--- config.mk ---
export PLATFORM = sky130hd
export DESIGN_NAME = buffer_drain
export DESIGN_NICKNAME = d
export VERILOG_FILES = /design/src/rtl/buffer_drain.sv
export SDC_FILE = /design/constraint.sdc
export NUM_CORES = 1
export LEC_CHECK = 0
export ABC_CLOCK_PERIOD_IN_PS = 2750
export CAP_MARGIN = 20
export CORE_MARGIN = 4
export CORE_UTILIZATION = 50
export DETAILED_ROUTE_END_ITERATION = 12
export HOLD_SLACK_MARGIN = 0.03
export PLACE_DENSITY = 0.81
export SLEW_MARGIN = 30
export SYNTH_ARGS = -nofsm -noshare
export SYNTH_HDL_FRONTEND = slang
export SYNTH_SLANG_ARGS = --single-unit
--- constraint.sdc ---
create_clock -name clk -period 2.75 [get_ports clk]
set_input_delay 0.4125 -clock clk [delete_from_list [all_inputs] [get_ports clk]]
set_output_delay 0.4125 -clock clk [all_outputs]
set_load 0.01 [all_outputs]
--- src/rtl/buffer_drain.sv ---
// rtl/buffer_drain.sv - Read-side sequencer that packs buffer words into 128-bit beats.
module buffer_drain #(
  parameter int DataWidth = 32,
  parameter int AddrWidth = 10
) (
  input  logic                   clk,
  input  logic                   rstn,
  input  logic                   start,
  input  logic [AddrWidth-1:0]   base_addr,
  input  logic [AddrWidth:0]     word_count,
  output logic                   readEn,
  output logic [AddrWidth-1:0]   readAddr,
  input  logic [DataWidth-1:0]   readData,
  output logic                   out_valid,
  input  logic                   out_ready,
  output logic [4*DataWidth-1:0] out_data,
  output logic [3:0]             out_mask,
  output logic                   out_last,
  output logic                   busy,
  output logic                   done
);

  localparam logic [1:0] IDLE = 2'd0;
  localparam logic [1:0] READ = 2'd1;
  localparam logic [1:0] OUT  = 2'd2;
  localparam logic [1:0] DONE = 2'd3;

  localparam logic [AddrWidth:0] MaxCount = {1'b1, {AddrWidth{1'b0}}};

  logic [1:0]             state;
  logic [AddrWidth-1:0]   base_q;
  logic [AddrWidth-1:0]   idx;
  logic [AddrWidth:0]     remain;
  logic [4*DataWidth-1:0] beat_q;
  logic [3:0]             mask_q;
  logic                   last_q;
  logic [AddrWidth:0]     count_clamped;
  logic [1:0]             lane;

  assign count_clamped = (word_count > MaxCount) ? MaxCount : word_count;
  assign lane          = idx[1:0];

  always_ff @(posedge clk or negedge rstn) begin
    if (!rstn) begin
      state  <= IDLE;
      base_q <= '0;
      idx    <= '0;
      remain <= '0;
      beat_q <= '0;
      mask_q <= '0;
      last_q <= 1'b0;
    end else begin
      case (state)
        IDLE: begin
          if (start) begin
            if (count_clamped == '0) begin
              state <= DONE;
            end else begin
              base_q <= base_addr;
              idx    <= '0;
              remain <= count_clamped;
              beat_q <= '0;
              mask_q <= '0;
              last_q <= 1'b0;
              state  <= READ;
            end
          end
        end
        READ: begin
          for (int k = 0; k < 4; k++) begin
            if (lane == 2'(k)) beat_q[k*DataWidth +: DataWidth] <= readData;
          end
          mask_q[lane] <= 1'b1;
          idx          <= idx + 1'b1;
          remain       <= remain - 1'b1;
          // A beat closes on its fourth lane or on the final word, whichever comes first.
          if (lane == 2'd3 || remain == 1) begin
            last_q <= (remain == 1);
            state  <= OUT;
          end
        end
        OUT: begin
          if (out_ready) begin
            if (remain == '0) begin
              state <= DONE;
            end else begin
              beat_q <= '0;
              mask_q <= '0;
              state  <= READ;
            end
          end
        end
        DONE:    state <= IDLE;
        default: state <= IDLE;
      endcase
    end
  end

  // Beat outputs are gated so nothing but zeros is visible outside OUT.
  assign readEn    = (state == READ);
  assign readAddr  = readEn ? (base_q + idx) : '0;
  assign out_valid = (state == OUT);
  assign out_data  = out_valid ? beat_q : '0;
  assign out_mask  = out_valid ? mask_q : 4'b0;
  assign out_last  = out_valid & last_q;
  assign busy      = (state != IDLE);
  assign done      = (state == DONE);

endmodule

==> impl_metrics.csv <==
group,metric,value,unit
status,run_status,"finished with violations",
status,violations,"negative hold slack",
sta,period_share,98.0,%
place,io_buffers,203,
global_route,grt_pass1_wl,38600,µm
power,p_sw_share,39.0,%
finish,num_antenna_cells,0,
floorplan,fp.dieH,135,µm
drt,via_per_inst,6.05,
sta,setup_viol,0,
place,post-dp-hpwl,15900,µm
yosys,synth_area,0.00806,mm²
worst_setup_path,worst_setup_path_end_kind,"output port",
worst_setup_path,slowest_delay,0.42,ns
power,seqPwrFrac,34.1,%
clock_tree,cts_tree,"built",
floorplan,die_w,135,µm
sta,drv_slew,0,
yosys,seq_area_frac_synth,51.5,%
power,cellInternalPower,7090,µW
drt,vias,7045,
yosys,synth_top_area_share,51.5,%
finish,nFillCells,1174,
drt,first_pass_iters,5,
yosys,syn_area_per_cell,10.8,µm²
sta,clock_skew,0.00694,ns
power,power,11600,µW
floorplan,die_area,0.0182,mm²
global_route,antenna_found_initial,0,
power,vdd_drop_max,0.628,mV
finish,syn_to_final_growth,38.2,%
sta,max_slew.worst_pin.slew,0.696,ns
sta,slew_headroom,53.6,%
finish,final_common_cell,"clkdlybuf4s50_1",
drt,wl_met2,11200,µm
worst_setup_path,arrival,2.28,ns
yosys,synthArstFlopShare,100,%
drt,ant_nets,0,
drt,m1WireLength,10600,µm
power,leakage,0.00547,µW
sta,min_period,2.70,ns
worst_setup_path,rr_worst_depth,6,
drt,drc,0,
clock_tree,clk_path_buf_depth,2,
clock_tree,htreeDepth,4,
worst_setup_path,start_kind,"flop",
global_route,track_usage,26.7,%
floorplan,num_io_pins,204,
yosys,netlist.top_cell.by_area,"dfrtp_1",
drt,drtIter0Drc,583,
global_route,grt_pass1_vias,7118,
clock_tree,cts_hold_buf,0,
yosys,syn_nets,816,
yosys,ys_top_cells_by_area,"dfrtp_1, a22o_1, and3_1",
yosys,synth-edff-count,0,
sta,hold_viol,5,
yosys,syn-instance-count,743,
worst_setup_path,critical_path.max_fanout,3,
finish,nets,1009,
finish,final_cells,1165,
yosys,ys_ff_latch,166,
drt,wl_per_cell,20.8,µm
sta,holdWs,-0.0135,ns
floorplan,num_rows,46,
drt,top_layer,"met4",
worst_setup_path,crit_required,2.34,ns
sta,timing.fmax,371,MHz
finish,layout_common_cells,"clkdlybuf4s50_1, dfrtp_1, and3_1, a22o_1, o21ai_0",
power,power_switching,4530,µW
global_route,grt_max_degree,75,
power,clockPowerShare,19.7,%
finish,final-seq-area,0.00416,mm²
clock_tree,numCtsBuffers,17,
worst_setup_path,cp_slowest_cell,"dfrtp_1",
drt,wirelength,24200,µm
place,gp_congestion,0.870,
floorplan,initial_core_util,50.9,%
worst_setup_path,cp_cell_sequence,"buf_4, fa_2, a21oi_4, o21ai_0, a21oi_1, xor2_1, nor2_1, buf_2",
finish,multi_input_area,0.00363,mm²
worst_setup_path,r2r_slack,0.18,ns
clock_tree,cts-root-buf,"clkbuf_16",
yosys,ys_types,47,
global_route,gr-total-overflow,0,
worst_setup_path,r2r_start,"remain[3]$_DFFE_PN0P_",
flow_run,maxCapViolations,0,
drt,wl_met3,1800,µm
finish,layout-drive-gt1-share,12.3,%
worst_hold_path,min-delay-path-class,"primary input to asynchronous set/reset pin",
worst_setup_path,path_class,"flop to output port",
worst_setup_path,reg2reg_to,"beat_q[86]$_DFFE_PN0P_",
place,place_inst,1129,
power,p_per_area,1040,mW/mm²
clock_tree,clock-sinks,166,
floorplan,core_area,0.0158,mm²
power,comb_power_share,46.2,%
yosys,synth_warnings,0,
yosys,synth_top_flop_cell,"dfrtp_1",
sta,rsz0062_at_grt,"true",
clock_tree,clkTransAtPathRegs,0.06,ns
clock_tree,clk-insertion-delay-late,0.43,ns
## through the flow
step                worst slack [ns]  setup TNS [ns]  area [µm²]  util, %  hold slack [ns]
global placement             -0.0386         -0.0386       10400     65.9            0.463
CTS                          0.00600               0       11100     70.0           0.0305
detailed placement           -0.0719         -0.0763       10400     65.9            0.469
floorplan                      0.396               0        8060        -            0.117
global route                 -0.0243         -0.0290       11100     70.4           0.0516
finish                        0.0537               0       11100     70.4          -0.0135
## flip-flops by register name, indices dropped and copies added, names as in the netlist
| signal | cells |
|---|---|
| idx | 10 |
| remain | 11 |
| mask_q | 4 |
| base_q | 10 |
| state | 2 |
| last_q | 1 |
| beat_q | 128 |
## power groups by stage
stage	Sequential [µW]	Combinational, µW	Clock (µW)
3_3_place_gp	3920	5060	0
6_report	3970	5370	2280
4_1_cts	3940	5240	2310
3_5_place_dp	3950	5170	0
2_1_floorplan	3770	3330	0
5_1_grt	4080	5830	2410
## cell usage after synthesis (all sizes together), types with 2 or more instances
cell	instances
ha	15
o21a	2
a21o	9
a21oi	21
o41ai	2
nand3	7
o211ai	2
xor2	6
a41oi	2
mux2	10
a221oi	2
nor2	33
a22o	129
and3	143
nor4	5
clkbuf	55
mux2i	2
nand2	17
a31oi	9
dfrtp	166
xnor2	2
o21ai	35
nand4	6
and2	5
nor3	7
nor3b	2
inv	15
a211oi	2
or4	3
buf	16
## critical path, delay by kind of cell, from the launching register on
kind                       cells  cell delay, ns
DFF                            1            0.42
adders and majority gates      1            0.42
buffers and inverters          2            0.32
and+or+nand+nor                1            0.07
AOI/OAI and AO/OA              3            0.45
xor gates and xnor gates       1            0.18
## cell families after synthesis
logic type,synth area share (%)
AND/OR/NAND/NOR,17.1
buffers and inverters,5.17
XOR/XNOR,0.869
flip-flops,51.5
adder cells (fa/ha/maj),2.58
multiplexers,1.65
AO/OA/AOI/OAI,21.2
## worst max-delay path by stage
stage | from | end | slack [ns] | cells after the start
global placement | base_q[1]$_DFFE_PN0P_ | readAddr[7] | -0.04 | 8
floorplan | remain[3]$_DFFE_PN0P_ | beat_q[100]$_DFFE_PN0P_ | 0.40 | 6
global route | base_q[4]$_DFFE_PN0P_ | readAddr[9] | -0.02 | 8
detailed placement | base_q[1]$_DFFE_PN0P_ | readAddr[7] | -0.07 | 8
CTS | base_q[0]$_DFFE_PN0P_ | readAddr[1] | 0.006 | 4
finish | base_q[1]$_DFFE_PN0P_ | readAddr[6] | 0.05 | 8
## per-layer routing
layer	vias to the layer above	GRT usage, %
met5	-	0
met4	0	10.3
met3	43	5.89
met2	309	41.3
met1	3517	37.1
li1	3176	-
## what timing repair did
| action | in CTS | in global routing |
|---|---|---|
| endpoints found under the hold margin | 0 | 0 |
| setup buffers | 2 | 2 |
| pin swaps | 5 | 4 |
| gates resized for setup | 30 | 12 |
| endpoints found under the setup margin | 7 | 7 |
## final cells by class
| type | instances | share of cell area, % |
|---|---|---|
| Tap cell | 216 | 2.43 |
| Inverter | 16 | 0.539 |
| Clock inverter | 13 | 1.11 |
| Timing Repair Buffer | 245 | 22.1 |
| Multi-Input combinational cell | 490 | 32.6 |
| Clock buffer | 19 | 3.97 |
| Sequential cell | 166 | 37.3 |
Note: power is estimated with default switching activity, not from simulation.
